File: src/rtl/serial_frame_serializer_pkg.sv
// -----------------------------------------------------------------------------
// serializer_pkg
// Shared definitions for the serial frame serializer slice:
//   ser_state_t   : FSM state encoding {IDLE, SHIFT, PARITY}
//   SER_MAX_WIDTH : widest data word the serializer supports
//   odd_parity()  : odd parity over a zero-extended data word
// -----------------------------------------------------------------------------
package serializer_pkg;

  localparam int unsigned SER_MAX_WIDTH = 32;

  typedef enum logic [1:0] {
    IDLE   = 2'd0,
    SHIFT  = 2'd1,
    PARITY = 2'd2
  } ser_state_t;

  // Zero-extension does not change the XOR, so one function serves every WIDTH.
  function automatic logic odd_parity(input logic [SER_MAX_WIDTH-1:0] data);
    return ~(^data);
  endfunction

endpackage

File: src/rtl/serial_frame_serializer_if.sv
// -----------------------------------------------------------------------------
// serial_frame_serializer_if
// Handshake and serial-output bundle of the serializer.
//   din, din_valid : parallel word and its valid (source -> serializer)
//   din_ready      : serializer can accept din this cycle
//   x, x_valid     : serial bit stream and its frame-bit qualifier
//   busy           : a frame is in progress
// Modports: master = word source / line consumer, slave = serializer.
// -----------------------------------------------------------------------------
interface serial_frame_serializer_if #(
  parameter int unsigned WIDTH = 8
);
  logic [WIDTH-1:0] din;
  logic             din_valid;
  logic             din_ready;
  logic             x;
  logic             x_valid;
  logic             busy;

  modport master (output din, output din_valid,
                  input  din_ready, input x, input x_valid, input busy);

  modport slave  (input  din, input din_valid,
                  output din_ready, output x, output x_valid, output busy);
endinterface

File: src/rtl/serial_frame_serializer_bit_down_counter.sv
// -----------------------------------------------------------------------------
// bit_down_counter
// Loadable down-counter tracking which bit of the frame is on the line.
//   clk, rst   : clock, asynchronous active-low reset (count -> 0)
//   load_i     : take load_val_i (has priority over dec_i)
//   load_val_i : value to load
//   dec_i      : decrement by one
//   zero_o     : count is zero
// -----------------------------------------------------------------------------
module bit_down_counter #(
  parameter int unsigned WIDTH = 8,
  parameter int unsigned CW    = $clog2(WIDTH)
) (
  input  logic          clk,
  input  logic          rst,
  input  logic          load_i,
  input  logic [CW-1:0] load_val_i,
  input  logic          dec_i,
  output logic          zero_o
);

  logic [CW-1:0] count_q;
  logic [CW-1:0] count_d;

  always_comb begin
    count_d = count_q;
    if (load_i)     count_d = load_val_i;
    else if (dec_i) count_d = count_q - CW'(1);
  end

  // NOTE: state registers use non-blocking assignments so every flop samples
  // the pre-edge values, independent of block evaluation order.
  always_ff @(posedge clk or negedge rst) begin
    if (!rst) count_q <= '0;
    else      count_q <= count_d;
  end

  assign zero_o = (count_q == '0);

endmodule

File: src/rtl/serial_frame_serializer.sv
// -----------------------------------------------------------------------------
// serial_frame_serializer
// Parallel-in, serial-out stage: accepts WIDTH-bit words over valid/ready and
// shifts them out MSB first on a registered line, frames back-to-back. Between
// frames the line rests at IDLE_LEVEL so a downstream zero-run detector never
// sees a false run.
//   clk : rising-edge clock
//   rst : asynchronous active-low reset; aborts any frame in progress
//   bus : serial_frame_serializer_if.slave (din/din_valid/din_ready,
//         x/x_valid/busy)
// Build option: define SERIALIZER_PARITY_EN to append an odd-parity bit
// after the LSB of every frame (frame becomes WIDTH+1 bits).
// -----------------------------------------------------------------------------
module serial_frame_serializer
  import serializer_pkg::*;
#(
  parameter int unsigned WIDTH      = 8,
  parameter logic        IDLE_LEVEL = 1'b1
) (
  input logic                      clk,
  input logic                      rst,
  serial_frame_serializer_if.slave bus
);

  localparam int unsigned CW = $clog2(WIDTH);

  localparam logic [1:0] S_IDLE   = IDLE;
  localparam logic [1:0] S_SHIFT  = SHIFT;
`ifdef SERIALIZER_PARITY_EN
  localparam logic [1:0] S_PARITY = PARITY;
`endif

  logic [1:0]       state_q, state_d;
  logic [WIDTH-1:0] shreg_q, shreg_d;
  logic             x_q, x_d;
  logic             cnt_load, cnt_dec, cnt_zero;
  logic             load;
  logic             finish;
`ifdef SERIALIZER_PARITY_EN
  logic             par_q, par_d;
`endif

  bit_down_counter #(.WIDTH(WIDTH), .CW(CW)) u_cnt (
    .clk        (clk),
    .rst        (rst),
    .load_i     (cnt_load),
    .load_val_i (CW'(WIDTH - 1)),
    .dec_i      (cnt_dec),
    .zero_o     (cnt_zero)
  );

  // Ready on idle or on the last bit of a frame, which is what lets frames
  // run back-to-back without a gap.
`ifdef SERIALIZER_PARITY_EN
  assign bus.din_ready = (state_q == S_IDLE) || (state_q == S_PARITY);
`else
  assign bus.din_ready = (state_q == S_IDLE) ||
                         ((state_q == S_SHIFT) && cnt_zero);
`endif

  assign load = bus.din_valid && bus.din_ready;

  // NOTE: every output of this block gets a default before the case, so no
  // path leaves a signal unassigned and no latch is inferred.
  always_comb begin
    state_d  = state_q;
    shreg_d  = shreg_q;
    x_d      = x_q;
    cnt_load = 1'b0;
    cnt_dec  = 1'b0;
    finish   = 1'b0;
`ifdef SERIALIZER_PARITY_EN
    par_d    = par_q;
`endif

    case (state_q)
      S_SHIFT: begin
        if (!cnt_zero) begin
          // Register holds the already-emitted bit at the top; next one is below it.
          x_d     = shreg_q[WIDTH-2];
          shreg_d = shreg_q << 1;
          cnt_dec = 1'b1;
        end else begin
`ifdef SERIALIZER_PARITY_EN
          state_d = S_PARITY;
          x_d     = par_q;
`else
          finish  = 1'b1;
`endif
        end
      end
`ifdef SERIALIZER_PARITY_EN
      S_PARITY: finish = 1'b1;
`endif
      default: ;
    endcase

    if (finish) begin
      state_d = S_IDLE;
      x_d     = IDLE_LEVEL;
    end

    // A load on the final bit overrides the return to idle.
    if (load) begin
      state_d  = S_SHIFT;
      shreg_d  = bus.din;
      x_d      = bus.din[WIDTH-1];
      cnt_load = 1'b1;
`ifdef SERIALIZER_PARITY_EN
      par_d    = odd_parity(SER_MAX_WIDTH'(bus.din));
`endif
    end
  end

  // NOTE: the shift register is reset along with the control state so a
  // frame aborted by reset leaves no stale data behind.
  always_ff @(posedge clk or negedge rst) begin
    if (!rst) begin
      state_q <= S_IDLE;
      shreg_q <= '0;
      x_q     <= IDLE_LEVEL;
    end else begin
      state_q <= state_d;
      shreg_q <= shreg_d;
      x_q     <= x_d;
    end
  end

`ifdef SERIALIZER_PARITY_EN
  always_ff @(posedge clk or negedge rst) begin
    if (!rst) par_q <= 1'b0;
    else      par_q <= par_d;
  end
`endif

  assign bus.x       = x_q;
  assign bus.busy    = (state_q != S_IDLE);
  assign bus.x_valid = (state_q != S_IDLE);

endmodule

File: src/flat_wrapper.sv
// flat-port wrapper written by rule: the top's interface ports become plain ports
module serial_frame_serializer_flat import serializer_pkg::*;
#(
  parameter int unsigned WIDTH      = 8,
  parameter logic        IDLE_LEVEL = 1'b1
)
  (clk, rst, bus_din, bus_din_valid, bus_din_ready, bus_x, bus_x_valid, bus_busy);
  serial_frame_serializer_if #(.WIDTH(WIDTH)) bus_i ();
  input logic clk;
  input logic rst;
  input wire logic [$bits(bus_i.din)-1:0] bus_din;
  input wire logic [$bits(bus_i.din_valid)-1:0] bus_din_valid;
  output wire logic [$bits(bus_i.din_ready)-1:0] bus_din_ready;
  output wire logic [$bits(bus_i.x)-1:0] bus_x;
  output wire logic [$bits(bus_i.x_valid)-1:0] bus_x_valid;
  output wire logic [$bits(bus_i.busy)-1:0] bus_busy;
  assign bus_i.din = bus_din;
  assign bus_i.din_valid = bus_din_valid;
  assign bus_din_ready = bus_i.din_ready;
  assign bus_x = bus_i.x;
  assign bus_x_valid = bus_i.x_valid;
  assign bus_busy = bus_i.busy;
  serial_frame_serializer #(.WIDTH(WIDTH), .IDLE_LEVEL(IDLE_LEVEL)) u_core (.clk(clk), .rst(rst), .bus(bus_i));
endmodule
File: config.mk
export PLATFORM = sky130hd
export DESIGN_NAME = serial_frame_serializer_flat
export DESIGN_NICKNAME = d
export VERILOG_FILES = /design/src/rtl/serial_frame_serializer_pkg.sv /design/src/rtl/serial_frame_serializer_if.sv /design/src/rtl/serial_frame_serializer_bit_down_counter.sv /design/src/rtl/serial_frame_serializer.sv /design/src/flat_wrapper.sv
export SDC_FILE = /design/constraint.sdc
export NUM_CORES = 1
export LEC_CHECK = 0
export CAP_MARGIN = 20
export CORE_MARGIN = 2
export CORE_UTILIZATION = 43
export DETAILED_ROUTE_END_ITERATION = 10
export HOLD_SLACK_MARGIN = 0.06
export PLACE_DENSITY = 0.78
export SYNTH_ARGS = -nofsm -noshare
export SYNTH_HDL_FRONTEND = slang
export SYNTH_HIERARCHICAL = 1
export SYNTH_SLANG_ARGS = --single-unit
File: constraint.sdc
create_clock -name clk -period 1.7 [get_ports clk]
set_input_delay 0.51 -clock clk [delete_from_list [all_inputs] [get_ports clk]]
set_output_delay 0.51 -clock clk [all_outputs]
set_load 0.02 [all_outputs]
==> flow_summary_export.csv, run 1 <==
group,metric,value,unit
run_status,status,"complete, but fails checks",
run_status,violations,"setup timing",
cells_and_area,area_growth,40.6,%
logic_synthesis,syn_avg_cell_area,13.1,um2
logic_synthesis,yosys_warnings,6,
worst_setup_path,reg2regPathDepth,8,
global_routing,grt_use_total,15.6,%
cells_and_area,fin_area,957,um2
global_routing,gr-total-overflow,0,
floorplanning,die_x,43.8,um
worst_setup_path,reg2reg_slack,-30,ps
worst_setup_path,cp_data_arrival_time,1340,ps
global_routing,grt_pass1_wl,2130,um
logic_synthesis,synthTopCellsByCount,"12 x mux2_4, 11 x dfrtp_1, 3 x inv_1",
timing,final.period_utilization,109,%
logic_synthesis,synthCells,52,
cts,clk_pin_slew,80,ps
timing,min_period,1850,ps
worst_setup_path,r2r_start,"u_core/u_cnt/count_q[0]$_DFFE_PN0P_",
worst_setup_path,endpoint_kind,"primary output",
power,p_leak,0.453,nW
worst_setup_path,cp.required,1190,ps
hold_path,whs_path_depth,1,
logic_synthesis,synth_edf_count,0,
placement,dp_hpwl,867,um
timing,max_freq,541,MHz
floorplanning,rows,14,
route,avgViaCountPerCell,4.90,
hold_path,hold_start,"u_core/shreg_q[1]$_DFFE_PN0P_",
logic_synthesis,synth_top_area_share,40.4,%
floorplanning,die_y,43.8,um
route,num_vias,461,
route,wl_per_cell,13.7,um
timing,tns,-181,ps
cts,ctsHoldBuffers,0,
timing,setup_slack,-149,ps
logic_synthesis,ys_ff_latch,12,
cells_and_area,final_nets,92,
placement,place_congestion,0.710,
timing,report.final.slew_viol_count,0,
placement,place.port_buffers,14,
floorplanning,fp.dieArea,1920,um2
power,peakVddDrop,0.000876,V
logic_synthesis,synthArstFlopShare,100,%
worst_setup_path,cp_max_fo,2,
cts,cts.sinks,12,
logic_synthesis,synth_top_cell_by_area,"dfrtp_1",
job,drv_cap,0,
logic_synthesis,synthFlopType,"dfrtp_1",
timing,setup_viol,2,
power,p_per_area,1710,nW/um2
logic_synthesis,synth.distinct_cells,25,
cts,numCtsBuffers,3,
cts,clockBufferDepth,2,
floorplanning,top_level_ports,15,
timing,rsz0062_at_grt,"true",
cells_and_area,antenna_cells,0,
hold_path,hp-class,"reg2reg",
timing,hold_violations,0,
floorplanning,fp.coreArea,1490,um2
placement,dpl-instance-area,898,um2
route,drt-pass1-iter-count,2,
route,drt_iter0_drc,2,
route,wl,1290,um
logic_synthesis,synth.most_common_cell,"mux2_4",
global_routing,antenna_found_initial,0,
hold_path,hold-path-endpoint,"u_core/shreg_q[2]$_DFFE_PN0P_",
worst_setup_path,worst-setup-path-type,"reg2out",
cts,clock_latency,270,ps
cts,htreeDepth,1,
cts,clockRootBuffer,"clkbuf_4",
worst_setup_path,r2r-end,"u_core/u_cnt/count_q[1]$_DFFE_PN0P_",
route,remaining_drc_errors,0,
cells_and_area,fillers,122,
worst_setup_path,start_kind,"flip-flop",
cells_and_area,layout-drive-gt1-share,43.6,%
global_routing,grt_pass1_vias,499,
logic_synthesis,netlist_area,681,um2
cts,cts_tree,"yes",
logic_synthesis,ys_seq_area_share,44.3,%
timing,skew,8.33,ps
route,ant_nets,0,
global_routing,grt_max_degree,13,
floorplanning,start_util,45.7,%
logic_synthesis,synth_area_leaders,"dfrtp_1 40%, mux2_4 26%, dfstp_2 3.9%",
-- cell families after synthesis --
kind of cell / Yosys count / share of synthesized area, %
AO/OA/AOI/OAI: 4 / 4.78
XOR/XNOR: 1 / 1.29
adder cells (fa/ha/maj): 2 / 3.68
multiplexers: 14 / 29.6
other: 1 / 0.551
flip-flops: 12 / 44.3
buffers and inverters: 6 / 4.96
AND/OR/NAND/NOR: 12 / 10.8
-- where the power goes --
group          switching [W]  total, W  internal (W)
clock              0.0000901  0.000181     0.0000907
sequential         0.0000646  0.000485      0.000421
combinational       0.000396  0.000969      0.000574
-- through the flow --
step	setup WS (ps)	instances	utilization (%)	hold WS (ps)	power, W
2_1_floorplan	32.1	54	-	214	0.00110
3_3_place_gp	-293	88	60.3	488	0.00135
3_5_place_dp	-317	88	60.3	500	0.00138
4_1_cts	-145	93	63.4	522	0.00161
5_1_grt	-193	94	64.3	528	0.00175
6_report	-149	94	64.3	518	0.00164
-- cells in the final DEF, fill, tap and decap left out --
master,instances
clkdlybuf4s50_1,10
clkbuf_4,3
mux2i_1,1
nand2_1,2
nor2b_1,2
nand3b_1,1
and2_4,1
conb_1,3
buf_12,1
dfstp_2,1
ha_2,1
dfrtp_1,11
nor2_1,2
o221a_2,1
or2b_1,1
and2_1,1
inv_1,3
xnor2_1,1
nand2b_2,1
dlygate4sd2_1,3
mux2_4,12
ha_4,1
o21ai_1,1
o31a_1,1
buf_4,7
clkbuf_1,1
o31ai_2,1
inv_6,1
nor2b_4,1
buf_6,1
mux2_2,1
-- routing by layer --
layer / vias up / GRT usage (%) / share of wire, % / wire (um)
met4: 0 / 10.9 / 0.93 / 12
met3: 2 / 2.92 / 4.8 / 62
met1: 223 / 18.3 / 43 / 558
met5: - / 0 / 0 / 0
li1: 227 / - / - / -
met2: 9 / 25.6 / 51 / 655
-- layout make-up --
class                           instances  area, um2  share of cell area [%]
Multi-Input combinational cell         36        379                    39.6
Inverter                                4       20.0                    2.09
Timing Repair Buffer                   22        210                    22.0
Sequential cell                        12        302                    31.5
Clock buffer                            4       26.3                    2.75
Tap cell                               16       20.0                    2.09
-- registers in the layout, summed over array words and instances, names as in the netlist --
| register | count |
|---|---|
| u_core/state_q | 1 |
| u_core/u_cnt/count_q | 3 |
| u_core/shreg_q | 7 |
| u_core/bus.x | 1 |
-- how the worst max path moves through the flow --
| stage | from | end | cells after the start |
|---|---|---|---|
| 6_report | u_core/u_cnt/count_q[0]$_DFFE_PN0P_ | bus_din_ready | 6 |
| 2_1_floorplan | u_core/u_cnt/count_q[0]$_DFFE_PN0P_ | u_core/u_cnt/count_q[1]$_DFFE_PN0P_ | 7 |
| 4_1_cts | u_core/u_cnt/count_q[1]$_DFFE_PN0P_ | bus_din_ready | 6 |
| 3_3_place_gp | u_core/u_cnt/count_q[0]$_DFFE_PN0P_ | bus_din_ready | 6 |
| 5_1_grt | u_core/u_cnt/count_q[0]$_DFFE_PN0P_ | bus_din_ready | 6 |
| 3_5_place_dp | u_core/u_cnt/count_q[0]$_DFFE_PN0P_ | bus_din_ready | 6 |
-- repair_timing --
action                     in CTS  in global routing
gates cloned                    0                  0
setup buffers                   1                  1
gates resized for setup        12                  1
hold endpoints to repair        0                  0
pin swaps                       2                  2
setup endpoints to repair       6                  3
-- worst max-delay path, cell delays in order, from the launching register on --
cell	delay, ps
dfrtp_1	360
inv_1	50
ha_2	190
ha_4	170
nor2b_4	150
inv_6	40
buf_6	120
Note: power is estimated with default switching activity, not from simulation.
==> run 2, diff against run 1 <==
--- a/config.mk
+++ b/config.mk
@@ -7,10 +7,10 @@
 export LEC_CHECK = 0
 export CAP_MARGIN = 20
 export CORE_MARGIN = 2
-export CORE_UTILIZATION = 43
+export CORE_UTILIZATION = 25
 export DETAILED_ROUTE_END_ITERATION = 10
 export HOLD_SLACK_MARGIN = 0.06
-export PLACE_DENSITY = 0.78
+export PLACE_DENSITY = 0.53
 export SYNTH_ARGS = -nofsm -noshare
 export SYNTH_HDL_FRONTEND = slang
 export SYNTH_HIERARCHICAL = 1
==> run 2 against run 1 <==
  * The run still ends with setup timing left
  * Sequential power is 1% lower
  * Die area rose by 65%
  * Global-route usage shrank 6.5 points
  * Clock power increased by 27%
  * Maximum frequency up 0.92%
  * Setup slack better by 17 ps
  * Critical path type unchanged
  * Largest power group unchanged
  * Highest routed layer unchanged
==> flow_summary_export.csv, run 2 (same netlist as run 1, synthesis figures left out) <==
group,metric,value,unit
worst_setup_path,path_common_cell,"ha_4",
cells_and_area,final_nets,93,
timing,min_period,1830,ps
timing,rsz0062_at_grt,"true",
route,drt-pass1-iter-count,2,
worst_setup_path,cp.required,1190,ps
power,p_per_area,1690,nW/um2
global_routing,grt_max_degree,13,
run_status,status,"complete, but fails checks",
run_status,violations,"setup timing",
cts,clock_latency,270,ps
power,peakVddDrop,0.000691,V
timing,setup_slack,-133,ps
worst_setup_path,cp_slowest_cell,"dfrtp_1",
global_routing,grt_pass1_vias,470,
route,ant_nets,0,
route,avgViaCountPerCell,4.31,
timing,setup_viol,1,
floorplanning,die_y,56.2,um
job,drv_cap,0,
route,remaining_drc_errors,0,
timing,max_freq,546,MHz
floorplanning,rows,18,
placement,dpl-instance-area,923,um2
global_routing,grt_use_total,9.13,%
cells_and_area,area_growth,46.5,%
route,wl_per_cell,12.0,um
route,drt_iter0_drc,16,
cts,clockBufferDepth,2,
cts,numCtsBuffers,3,
timing,skew,5.61,ps
cells_and_area,fin_util,39.5,%
cells_and_area,regMostFlops,"u_core/shreg_q",
route,num_vias,470,
cts,clockRootBuffer,"clkbuf_4",
timing,tns,-133,ps
worst_setup_path,start_kind,"flip-flop",
floorplanning,top_level_ports,15,
power,p_leak,0.463,nW
cells_and_area,layout-drive-gt1-share,45.6,%
floorplanning,die_x,56.2,um
cells_and_area,fin_area,997,um2
cts,htreeDepth,1,
worst_setup_path,worst-setup-path-type,"reg2out",
worst_setup_path,worstPathCellList,"inv_1, ha_4, ha_4, nor2b_4, inv_6, buf_6",
route,wl,1310,um
timing,report.final.slew_viol_count,0,
timing,final.period_utilization,108,%
cells_and_area,antenna_cells,0,
placement,pre_cts_ws,-325,ps
floorplanning,fp.coreArea,2520,um2
power,total_power,0.00168,W
worst_setup_path,cpPeakStageDelay,350,ps
hold_path,hp-class,"reg2reg",
cts,cts.sinks,12,
global_routing,gr-total-overflow,0,
cts,cts_tree,"yes",
placement,dp_hpwl,917,um
cells_and_area,final_cell_mix,"12 x mux2_4, 11 x dfrtp_1, 10 x clkdlybuf4s50_1",
floorplanning,start_util,27.0,%
global_routing,antenna_found_initial,0,
worst_setup_path,endpoint_kind,"primary output",
cells_and_area,largestRegisters,"u_core/shreg_q (7), u_core/u_cnt/count_q (3)",
global_routing,grt_pass1_wl,2190,um
cells_and_area,largest_reg_flops,7,
floorplanning,fp.dieArea,3160,um2
cells_and_area,final_common_cell,"mux2_4",
placement,place.port_buffers,14,
worst_setup_path,cp_data_arrival_time,1320,ps
worst_setup_path,cp_max_fo,2,
cts,clk_pin_slew,80,ps
placement,place_congestion,0.653,
cells_and_area,fillers,261,
timing,hold_violations,0,
run 2: cell types whose count changed in the layout (fill, tap and decap cells not counted), sizes merged:
cell and change:
buf +1
run 2: final timing paths:
path | startpoint | end | slack (ps) | cells past startpoint
worst max-delay path | u_core/u_cnt/count_q[1]$_DFFE_PN0P_ | bus_din_ready | -130 | 6
worst min-delay path | u_core/shreg_q[3]$_DFFE_PN0P_ | u_core/shreg_q[4]$_DFFE_PN0P_ | 510 | 1
worst max register to register | u_core/u_cnt/count_q[1]$_DFFE_PN0P_ | u_core/u_cnt/count_q[1]$_DFFE_PN0P_ | 0 | 8
worst min register to register | u_core/shreg_q[3]$_DFFE_PN0P_ | u_core/shreg_q[4]$_DFFE_PN0P_ | 510 | 1
max in group asynchronous | rst | u_core/bus.x$_DFFE_PN1P_ | 940 | 2
min in group asynchronous | rst | u_core/u_cnt/count_q[0]$_DFFE_PN0P_ | 530 | 2
run 2: final cells by class:
| type | count | area [um2] | share of cell area [%] |
|---|---|---|---|
| Clock buffer | 4 | 36.3 | 3.64 |
| Inverter | 4 | 20.0 | 2.01 |
| Multi-Input combinational cell | 36 | 384 | 38.5 |
| Sequential cell | 12 | 302 | 30.2 |
| Tap cell | 30 | 37.5 | 3.76 |
| Timing Repair Buffer | 23 | 218 | 21.8 |
run 2: through the flow:
step,hold WS (ps),instances
6_report,513,109
5_1_grt,525,109
4_1_cts,513,109
3_5_place_dp,491,103
3_3_place_gp,488,103
2_1_floorplan,214,54
run 2: layer usage:
metal | share of wire (%) | track usage, % | up-vias
met2 | 47 | 12.3 | 12
met5 | 0 | 0 | -
met1 | 46 | 12.6 | 229
met4 | 1.5 | 3.06 | 0
met3 | 5.6 | 4.42 | 2
li1 | - | - | 227
run 2: report_power, final:
part	internal, W	total [W]	switching (W)
registers	0.000420	0.000480	0.0000598
logic	0.000579	0.000973	0.000395
clock network	0.000130	0.000229	0.0000992
run 2: timing repair:
item,4_1_cts,5_1_grt
pin swaps,1,1
endpoints found under the hold margin,0,0
buffers inserted,2,0
hold buffers,0,0
resized for setup,12,2
cloned,0,0
endpoints found under the setup margin,6,3
run 2: worst max-delay path: cells and delay by family (launching register included):
family,cells,cell delay [ps]
flip-flops,1,350
adder cells (fa/ha/maj),2,330
buffers and inverters,3,230
AND/OR/NAND/NOR,1,150
